<file path="src/rtl/csr_exec_unit_pkg.sv">
// rtl/csr_exec_unit_pkg.sv - shared constants for the execute stage and its CSR file
package csr_exec_unit_pkg;

  localparam int XLEN = 32;
  localparam logic [XLEN-1:0] MSTATUS_RST = 32'h0000_1800;

  localparam logic [2:0] SEL_RS1_RS2 = 3'd0;
  localparam logic [2:0] SEL_RS1_IMM = 3'd1;
  localparam logic [2:0] SEL_PC_4    = 3'd2;
  localparam logic [2:0] SEL_PC_IMM  = 3'd3;
  localparam logic [2:0] SEL_0_IMM   = 3'd4;
  localparam logic [2:0] SEL_RS1_CSR = 3'd5;

  localparam logic [4:0] OPT_ADD   = 5'd0;
  localparam logic [4:0] OPT_SUB   = 5'd1;
  localparam logic [4:0] OPT_SLL   = 5'd2;
  localparam logic [4:0] OPT_SLT   = 5'd3;
  localparam logic [4:0] OPT_SLTU  = 5'd4;
  localparam logic [4:0] OPT_XOR   = 5'd5;
  localparam logic [4:0] OPT_SRL   = 5'd6;
  localparam logic [4:0] OPT_SRA   = 5'd7;
  localparam logic [4:0] OPT_OR    = 5'd8;
  localparam logic [4:0] OPT_AND   = 5'd9;
  localparam logic [4:0] OPT_BEQ   = 5'd10;
  localparam logic [4:0] OPT_BNE   = 5'd11;
  localparam logic [4:0] OPT_BLT   = 5'd12;
  localparam logic [4:0] OPT_BGE   = 5'd13;
  localparam logic [4:0] OPT_BLTU  = 5'd14;
  localparam logic [4:0] OPT_BGEU  = 5'd15;
  localparam logic [4:0] OPT_CSRRW = 5'd16;
  localparam logic [4:0] OPT_CSRRS = 5'd17;
  localparam logic [4:0] OPT_CSRRC = 5'd18;

  localparam logic [11:0] CSR_MSTATUS  = 12'h300;
  localparam logic [11:0] CSR_MTVEC    = 12'h305;
  localparam logic [11:0] CSR_MSCRATCH = 12'h340;
  localparam logic [11:0] CSR_MEPC     = 12'h341;
  localparam logic [11:0] CSR_MCAUSE   = 12'h342;

endpackage

</file>
<file path="src/rtl/csr_exec_unit_csr_regfile.sv">
// rtl/csr_exec_unit_csr_regfile.sv - machine-mode CSR storage, ecall capture and read mux
// mscratch exists only when CSR_MSCRATCH_EN is defined.
module csr_regfile
  import csr_exec_unit_pkg::*;
(
  input  logic            clk,
  input  logic            rst,
  input  logic [11:0]     rd_addr,
  output logic [XLEN-1:0] rd_data,
  input  logic            wr_en,
  input  logic [11:0]     wr_addr,
  input  logic [XLEN-1:0] wr_data,
  input  logic            ecall_en,
  input  logic [XLEN-1:0] ecall_pc,
  input  logic [XLEN-1:0] ecall_cause,
  output logic [XLEN-1:0] mtvec,
  output logic [XLEN-1:0] mepc
);

  logic [XLEN-1:0] mstatus;
  logic [XLEN-1:0] mcause;
`ifdef CSR_MSCRATCH_EN
  logic [XLEN-1:0] mscratch;
`endif

  // ecall is applied after the write decode so it overrides mepc/mcause writes
  always_ff @(posedge clk or posedge rst) begin
    if (rst) begin
      mstatus  <= MSTATUS_RST;
      mtvec    <= '0;
      mepc     <= '0;
      mcause   <= '0;
`ifdef CSR_MSCRATCH_EN
      mscratch <= '0;
`endif
    end else begin
      if (wr_en) begin
        case (wr_addr)
          CSR_MSTATUS:  mstatus  <= wr_data;
          CSR_MTVEC:    mtvec    <= wr_data;
          CSR_MEPC:     mepc     <= wr_data;
          CSR_MCAUSE:   mcause   <= wr_data;
`ifdef CSR_MSCRATCH_EN
          CSR_MSCRATCH: mscratch <= wr_data;
`endif
          default: ;
        endcase
      end
      if (ecall_en) begin
        mepc   <= ecall_pc;
        mcause <= ecall_cause;
      end
    end
  end

  always_comb begin
    rd_data = '0;
    case (rd_addr)
      CSR_MSTATUS:  rd_data = mstatus;
      CSR_MTVEC:    rd_data = mtvec;
      CSR_MEPC:     rd_data = mepc;
      CSR_MCAUSE:   rd_data = mcause;
`ifdef CSR_MSCRATCH_EN
      CSR_MSCRATCH: rd_data = mscratch;
`endif
      default:      rd_data = '0;
    endcase
  end

endmodule

</file>
<file path="src/rtl/csr_exec_unit.sv">
// rtl/csr_exec_unit.sv - RV32 execute stage: reset-release flop, CSR file and combinational EXU
// Optional mscratch register via CSR_MSCRATCH_EN.
module csr_exec_unit
  import csr_exec_unit_pkg::*;
(
  input  logic            clk,
  input  logic            rstn,
  output logic            rst_sync,
  input  logic [XLEN-1:0] i_pc,
  input  logic [XLEN-1:0] i_data_rs1,
  input  logic [XLEN-1:0] i_data_rs2,
  input  logic [XLEN-1:0] i_imm,
  input  logic [4:0]      i_exu_opt_code,
  input  logic [2:0]      i_exu_sel_code,
  input  logic            i_ecall_en,
  input  logic [11:0]     i_addr_rd_csr,
  input  logic            i_wr_en_csr,
  input  logic [11:0]     i_addr_wr_csr,
  input  logic [XLEN-1:0] i_data_wr_csr,
  output logic [XLEN-1:0] o_exu_res,
  output logic [XLEN-1:0] o_csr_res,
  output logic            o_csr_res_en,
  output logic            o_zero,
  output logic [XLEN-1:0] o_mtvec,
  output logic [XLEN-1:0] o_mepc
);

  logic [XLEN-1:0] csr_rdata;
  logic [XLEN-1:0] op_a;
  logic [XLEN-1:0] op_b;
  logic [4:0]      shamt;

  always_ff @(posedge clk or posedge rstn) begin
    if (rstn) rst_sync <= 1'b1;
    else      rst_sync <= 1'b0;
  end

  csr_regfile u_csr_regfile (
    .clk         (clk),
    .rst         (rstn),
    .rd_addr     (i_addr_rd_csr),
    .rd_data     (csr_rdata),
    .wr_en       (i_wr_en_csr),
    .wr_addr     (i_addr_wr_csr),
    .wr_data     (i_data_wr_csr),
    .ecall_en    (i_ecall_en),
    .ecall_pc    (i_pc),
    .ecall_cause (i_data_rs1),
    .mtvec       (o_mtvec),
    .mepc        (o_mepc)
  );

  always_comb begin
    op_a = '0;
    op_b = '0;
    case (i_exu_sel_code)
      SEL_RS1_RS2: begin op_a = i_data_rs1; op_b = i_data_rs2; end
      SEL_RS1_IMM: begin op_a = i_data_rs1; op_b = i_imm;      end
      SEL_PC_4:    begin op_a = i_pc;       op_b = 32'd4;      end
      SEL_PC_IMM:  begin op_a = i_pc;       op_b = i_imm;      end
      SEL_0_IMM:   begin op_a = '0;         op_b = i_imm;      end
      SEL_RS1_CSR: begin op_a = i_data_rs1; op_b = csr_rdata;  end
      default:     begin op_a = '0;         op_b = '0;         end
    endcase
  end

  assign shamt = op_b[4:0];

  // branch conditions always compare the raw register operands, not op_a/op_b
  always_comb begin
    o_exu_res    = '0;
    o_zero       = 1'b0;
    o_csr_res    = '0;
    o_csr_res_en = 1'b0;
    case (i_exu_opt_code)
      OPT_ADD:   o_exu_res = op_a + op_b;
      OPT_SUB:   o_exu_res = op_a - op_b;
      OPT_SLL:   o_exu_res = op_a << shamt;
      OPT_SLT:   o_exu_res = {{(XLEN-1){1'b0}}, $signed(op_a) < $signed(op_b)};
      OPT_SLTU:  o_exu_res = {{(XLEN-1){1'b0}}, op_a < op_b};
      OPT_XOR:   o_exu_res = op_a ^ op_b;
      OPT_SRL:   o_exu_res = op_a >> shamt;
      OPT_SRA:   o_exu_res = $unsigned($signed(op_a) >>> shamt);
      OPT_OR:    o_exu_res = op_a | op_b;
      OPT_AND:   o_exu_res = op_a & op_b;
      OPT_BEQ:   o_zero = (i_data_rs1 == i_data_rs2);
      OPT_BNE:   o_zero = (i_data_rs1 != i_data_rs2);
      OPT_BLT:   o_zero = ($signed(i_data_rs1) <  $signed(i_data_rs2));
      OPT_BGE:   o_zero = ($signed(i_data_rs1) >= $signed(i_data_rs2));
      OPT_BLTU:  o_zero = (i_data_rs1 <  i_data_rs2);
      OPT_BGEU:  o_zero = (i_data_rs1 >= i_data_rs2);
      OPT_CSRRW: begin
        o_exu_res    = csr_rdata;
        o_csr_res    = i_data_rs1;
        o_csr_res_en = 1'b1;
      end
      OPT_CSRRS: begin
        o_exu_res    = csr_rdata;
        o_csr_res    = csr_rdata | i_data_rs1;
        o_csr_res_en = 1'b1;
      end
      OPT_CSRRC: begin
        o_exu_res    = csr_rdata;
        o_csr_res    = csr_rdata & ~i_data_rs1;
        o_csr_res_en = 1'b1;
      end
      default: ;
    endcase
  end

endmodule

</file>
<file path="config.mk">
export PLATFORM = sky130hd
export DESIGN_NAME = csr_exec_unit
export DESIGN_NICKNAME = d
export VERILOG_FILES = /design/src/rtl/csr_exec_unit_pkg.sv /design/src/rtl/csr_exec_unit_csr_regfile.sv /design/src/rtl/csr_exec_unit.sv
export SDC_FILE = /design/constraint.sdc
export NUM_CORES = 1
export LEC_CHECK = 0
export ABC_CLOCK_PERIOD_IN_PS = 5150
export BUFFER_PORTS_ARGS = -buffer_cell sky130_fd_sc_hd__buf_2
export CORE_ASPECT_RATIO = 2
export CORE_MARGIN = 3
export CORE_UTILIZATION = 53
export CTS_CLUSTER_SIZE = 14
export DETAILED_ROUTE_END_ITERATION = 12
export GPL_TIMING_DRIVEN = 0
export PLACE_DENSITY = 0.86
export RECOVER_POWER = 100
export SYNTH_ARGS = -nofsm -noshare
export SYNTH_HDL_FRONTEND = slang
export SYNTH_HIERARCHICAL = 1
export SYNTH_SLANG_ARGS = --single-unit
</file>
<file path="constraint.sdc">
create_clock -name clk -period 5.15 [get_ports clk]
set_input_delay 0.2575 -clock clk [delete_from_list [all_inputs] [get_ports clk]]
set_output_delay 0.2575 -clock clk [all_outputs]
set_load 0.005 [all_outputs]
</file>
==> implementation parameters, run 1 <==
Parameter                              Value

Status
  Error msg    [ERROR GRT-0116] Global routing finished with congestion. Check the congestion regions in the DRC Viewer.
  Run status    did not finish
  Failing step    global routing (5_1_grt)

Synth
  Number of warnings issued by yosys    6
  Total standard cell area after synthesis    0.0189 sq mm
  Leading area contributor after synthesis    sky130_fd_sc_hd__dfrtp_1
  Number of flip-flops and latches in the synthesized netlist    129
  Sequential area share after synthesis    17.1%
  Cell variety after synth    91
  Avg Inst Size Synth    7.88 sq um
  Post-synth net total    2728
  Ys flop type    sky130_fd_sc_hd__dfrtp_1
  Leading post-synthesis cells by cell area    sky130_fd_sc_hd__dfrtp_1 17%, sky130_fd_sc_hd__mux2_2 12%, sky130_fd_sc_hd__ha_1 8.5%
  Top-count cell post-synth    sky130_fd_sc_hd__mux2_2
  EDFF count, synth    0
  Share of flip-flops with an asynchronous set or reset    100%
  Synth cell count leaders    199 x sky130_fd_sc_hd__mux2_2, 196 x sky130_fd_sc_hd__a21oi_1, 196 x sky130_fd_sc_hd__nor2_1
  Count of mapped cells out of synthesis    2401
  Top cell type's share of synthesized area    16.7%

Clock network
  Clk buf depth    3
  H-tree Lvls    4
  Cts bufs inserted    25
  CTS root buffer    sky130_fd_sc_hd__clkbuf_16
  Clock Sinks    129

GRT
  Maximum number of pins on one net before global-route repair    102
  First-pass GRT wire length    234000 um
  Overflow left after global routing    478
  Via count of the first global-routing pass    30400
  Overall fraction of global-route tracks in use    78.6%

Floorplanning
  Standard-cell rows    97
  X dimension of the die    140 um
  Chip Height    273 um
  Boundary Pins    327
  Effective utilization at floorplan    53.8%

Placed design
  Final RePlAce weighted congestion    1.19
  Pre-CTS worst setup slack    -2.92 ns
  Number of buffers inserted by port buffering    324
  Detailed placer's ending HPWL    92300 um
[routing by layer]
layer  overflow  global-route usage, %
met4        198                   85.6
met2        249                   97.4
met5          6                   16.8
met3         17                   60.4
met1          8                   76.2
[metrics by stage]
step	TNS, ns	std cells	instance area [sq um]
floorplan	0	2401	19000
global placement	-66.81	3170	21200
detailed placement	-65.21	3172	21200
CTS	-12.17	3264	23400
[cells by family after synthesis]
kind of cell	synth area share (%)
other cells	0.0198
buf+inv	7.30
mux	20.0
xor+xnor	0.278
fa+ha+maj	8.74
flops	17.1
compound gates	27.3
simple gates	19.3
[timing repair]
action / in CTS
resized for setup: 242
pin swaps: 80
hold endpoints to repair: 28
hold buffers: 1
setup buffers: 62
setup endpoints to repair: 32
==> run 2: changes to the inputs <==
ABC_CLOCK_PERIOD_IN_PS = 6700   (was 5150)
CORE_ASPECT_RATIO = default   (was 2)
CORE_UTILIZATION = 40   (was 53)
CTS_CLUSTER_SIZE = default   (was 14)
PLACE_DENSITY = default   (was 0.86)
PLACE_DENSITY_LB_ADDON = 0.15   (was default)
clock period = 6.7 ns   (was 5.15 ns; I/O delays follow)
==> run 2 against run 1 <==
  * The flow now finishes, with violations (capacitance limit, slew limit)
  * Synthesized area unchanged
  * Synthesized cell count unchanged
==> implementation parameters, run 2 <==
Parameter                              Value

Placed design
  Instance count after placement with tap cells included    3334 (+5.1%)
  Final RePlAce weighted congestion    1.06 (-11%)
  Number of buffers inserted by port buffering    324 (unchanged)
  Detailed placer's ending HPWL    89000 um (-3.6%)

GRT
  Via count of the first global-routing pass    21400
  Met3 capacity usage during global routing    8.18%
  Number of antenna violations at the first check in global routing    6
  Maximum number of pins on one net before global-route repair    68
  First-pass GRT wire length    151000 um
  Met1 GRT Util    49.7%
  Overflow left after global routing    0
  Met2 usage    67.5%
  Overall fraction of global-route tracks in use    40.9%
  GRT busiest layer    met2

Floorplanning
  CORE AREA    0.0467 sq mm
  Effective utilization at floorplan    40.6% (-13 points)
  X dimension of the die    224 um (+60%)
  Area of the die    0.0500 sq mm
  Standard-cell rows    79 (-19%)
  Chip Height    224 um (-18%)
  Boundary Pins    327 (unchanged)

Final layout
  Most common library cell in the layout ignoring fill and taps    sky130_fd_sc_hd__buf_2
  Share of cells above drive strength 1    21.8%
  Number of nets in the layout    3070
  Highest-count cells in the layout ignoring fill and taps    274 x sky130_fd_sc_hd__buf_2, 198 x sky130_fd_sc_hd__mux2_2, 197 x sky130_fd_sc_hd__clkbuf_1
  Final non-filler cell total    3364
  Area overhead of the layout relative to synthesis    16.3%

STA
  Final Setup Violations    0
  Clock skew    0 ns
  Min Tclk post-route    6.59 ns
  Maximum frequency from static timing analysis    152 MHz
  Count of final hold-check violations    0
  Slew of the pin with the lowest slew margin    3.55 ns
  Slew Limit Headroom    -137%
  Number of pins with negative max-slew slack in the final report    131
  Final cycle utilization of the critical path    98.4%

Status
  Violations in the final reports    capacitance limit, slew limit
  Run status    complete, but fails checks

Synth
  Top-count cell post-synth    sky130_fd_sc_hd__mux2_2
  Avg Inst Size Synth    7.88 sq um (unchanged)
  Count of mapped cells out of synthesis    2401 (unchanged)
  Dominant combinational cell family by area after synthesis    compound AO/OA/AOI/OAI gates
  Leading post-synthesis cells by cell area    sky130_fd_sc_hd__dfrtp_1 17%, sky130_fd_sc_hd__mux2_2 12%, sky130_fd_sc_hd__ha_1 8.5%
  Number of flip-flops and latches in the synthesized netlist    129 (unchanged)
  Top cell type's share of synthesized area    16.7% (unchanged)
  Compound-cell area share of the yosys netlist    27.3% (unchanged)
  Sequential area share after synthesis    17.1% (unchanged)
  Share of flip-flops with an asynchronous set or reset    100% (unchanged)
  XOR/XNOR Fraction of Synth Area    0.278% (unchanged)
  Post-synth net total    2728 (unchanged)
  Ys flop type    sky130_fd_sc_hd__dfrtp_1
  Area share of and/or/nand/nor cells after synthesis    19.3% (unchanged)
  Synth cell count leaders    199 x sky130_fd_sc_hd__mux2_2, 196 x sky130_fd_sc_hd__a21oi_1, 196 x sky130_fd_sc_hd__nor2_1
  EDFF count, synth    0 (unchanged)
  Total standard cell area after synthesis    0.0189 sq mm (unchanged)
  Leading area contributor after synthesis    sky130_fd_sc_hd__dfrtp_1
  Adder-cell share of the synthesized area    8.74% (unchanged)
  Share of cell area taken by muxes after synthesis    20.0% (unchanged)
  Number of warnings issued by yosys    6 (unchanged)
  Cell variety after synth    91 (unchanged)

Detailed routing
  Via count    22400
  Number of antenna-violating nets in the routed design    0
  DRC viols    0
  Sum of routed wire length over all layers    107000 um
  Via-per-instance ratio    6.66
  Detailed-routing iteration count for the pre-antenna-repair pass    8
  DRT iter0 DRCs    2798
  Post-DR wirelength/cell    31.9 um

Critical path
  Worst path arrival time    6.26 ns
  Crit path max-delay family    compound AO/OA/AOI/OAI gates
  Cell-by-cell trace of the critical path    and3b_1 -> o211ai_1 -> a21oi_2 -> mux2i_1 -> nor2_1 -> a21o_2 -> inv_2 -> clkbuf_4 -> buf_4 -> buf_2 -> buf_4 -> ha_1 -> o21bai_1 -> o2bb2ai_1 -> o211ai_1 -> a211oi_2 -> o22ai_1 -> o2bb2ai_1 -> o21ai_2 -> nand4_1 -> a21boi_1 -> o2111ai_1 -> buf_2
  WS Path Type    reg -> out
  Critical Path RT    6.36 ns
  Register-to-register path setup slack    5.60 ns
  Crit-path max cell delay    0.42 ns
  Crit-path slowest cell    sky130_fd_sc_hd__dfrtp_1
  Critical path endpoint category    output port
  Critical Path Source Type    flop
  Start of the worst register-to-register path    u_csr_regfile/mepc[0]$_DFFE_PP0P_
  Crit-path max FO    11
  Count of cells along the worst register-to-register path    2
  Terminus of the critical flop-to-flop path    u_csr_regfile/mepc[0]$_DFFE_PP0P_
  Number of buffers and inverters on the critical path    6

Clock network
  Cts bufs inserted    17 (-32%)
  H-tree Lvls    4 (unchanged)
  Skew-Pair Late Insertion Delay    0.42 ns
  Clk buf depth    2 (-1)
  Reg clk slew, reported paths    0.05 ns
  TritonCTS clock tree    built
  CTS root buffer    sky130_fd_sc_hd__clkbuf_16
  Clock Sinks    129 (unchanged)

Power and ir drop
  Power per cell area    156 mW/mm^2
  Switching power of the nets    1.49 mW
  Relative contribution of the clock network to total power    25.5%
  Maximum vdd ir drop    0.211 mV
  Flop pwr share    24.8%
  Internal power    1.93 mW
  Standby leakage power    9.96 nW
  Combinational power share    49.7%
  Total power    3.43 mW
  Sw frac    43.6%

Worst hold path
  Number of cells on the worst hold path    2
  Start point of the worst min-delay path    i_data_wr_csr[10]
  Endpoint of the worst hold-timing path    u_csr_regfile/mtvec[10]$_DFFE_PP0P_
  Worst Hold Class    in -> reg

Flow run
  Number of maximum-capacitance constraint violations    2
-- run 2: kinds of logic (layout without fill, tap and decap cells) --
kind of cell / after synthesis / after routing
compound gates: 767 / 767
xor+xnor: 6 / 6
fa+ha+maj: 131 / 131
buf+inv: 326 / 680
flops: 129 / 129
mux: 347 / 347
other cells: 1 / 3
simple gates: 694 / 694
-- run 2: metal layers --
layer  up-vias  share of wire, %
li1       9671                 -
met1     10900                38
met2      1418                46
met3       353               9.0
met4         8               6.9
met5         -             0.061
-- run 2: timing repair --
action | in CTS | in global routing
pin swaps | 4 | 7
buffers inserted | 6 | 1
gates cloned | 0 | 0
resized for setup | 51 | 27
endpoints found under the hold margin | 1 | 0
endpoints found under the setup margin | 30 | 17
hold buffers | 1 | 0
-- run 2: worst max-delay path by stage --
stage,cells past startpoint,end,from
global route,23,o_exu_res[28],u_csr_regfile/mepc[2]$_DFFE_PP0P_
CTS,23,o_exu_res[21],i_addr_rd_csr[1]
floorplan,22,o_exu_res[30],i_addr_rd_csr[2]
finish,23,o_exu_res[0],u_csr_regfile/mepc[2]$_DFFE_PP0P_
global placement,24,o_exu_res[28],i_addr_rd_csr[1]
detailed placement,24,o_exu_res[28],i_addr_rd_csr[1]
-- run 2: per-stage QoR --
step	utilization (%)	setup TNS, ns	hold WS [ns]	worst slack, ns	instance area [sq um]
after floorplan	-	0	0.225	1.00	18900
after global placement	45.7	-43.77	0.339	-2.26	21300
after detailed placement	45.8	-45.48	0.383	-2.35	21400
after CTS	47.4	0	0.168	0.00608	22100
after global routing	47.2	-0.00289	0.171	-0.00289	22000
final	47.2	0	0.184	0.108	22000
-- run 2: layout make-up --
class,count,area [sq um]
buffer,188,905
tap,607,759
multi-input combinational,1946,14500
timing repair buffer,334,1610
fill,4836,24600
inverter,127,487
antenna,2,5.00
clock inverter,6,55.1
clock buffer,25,495
sequential,129,3230
-- run 2: power groups by stage --
stage / clock [mW] / sequential [mW] / combinational (mW)
5_1_grt: 0.918 / 0.853 / 1.78
6_report: 0.874 / 0.850 / 1.70
3_5_place_dp: 0 / 0.861 / 1.62
2_1_floorplan: 0 / 0.854 / 0.962
3_3_place_gp: 0 / 0.861 / 1.61
4_1_cts: 0.887 / 0.848 / 1.64
(Power assumes the default switching activity.)
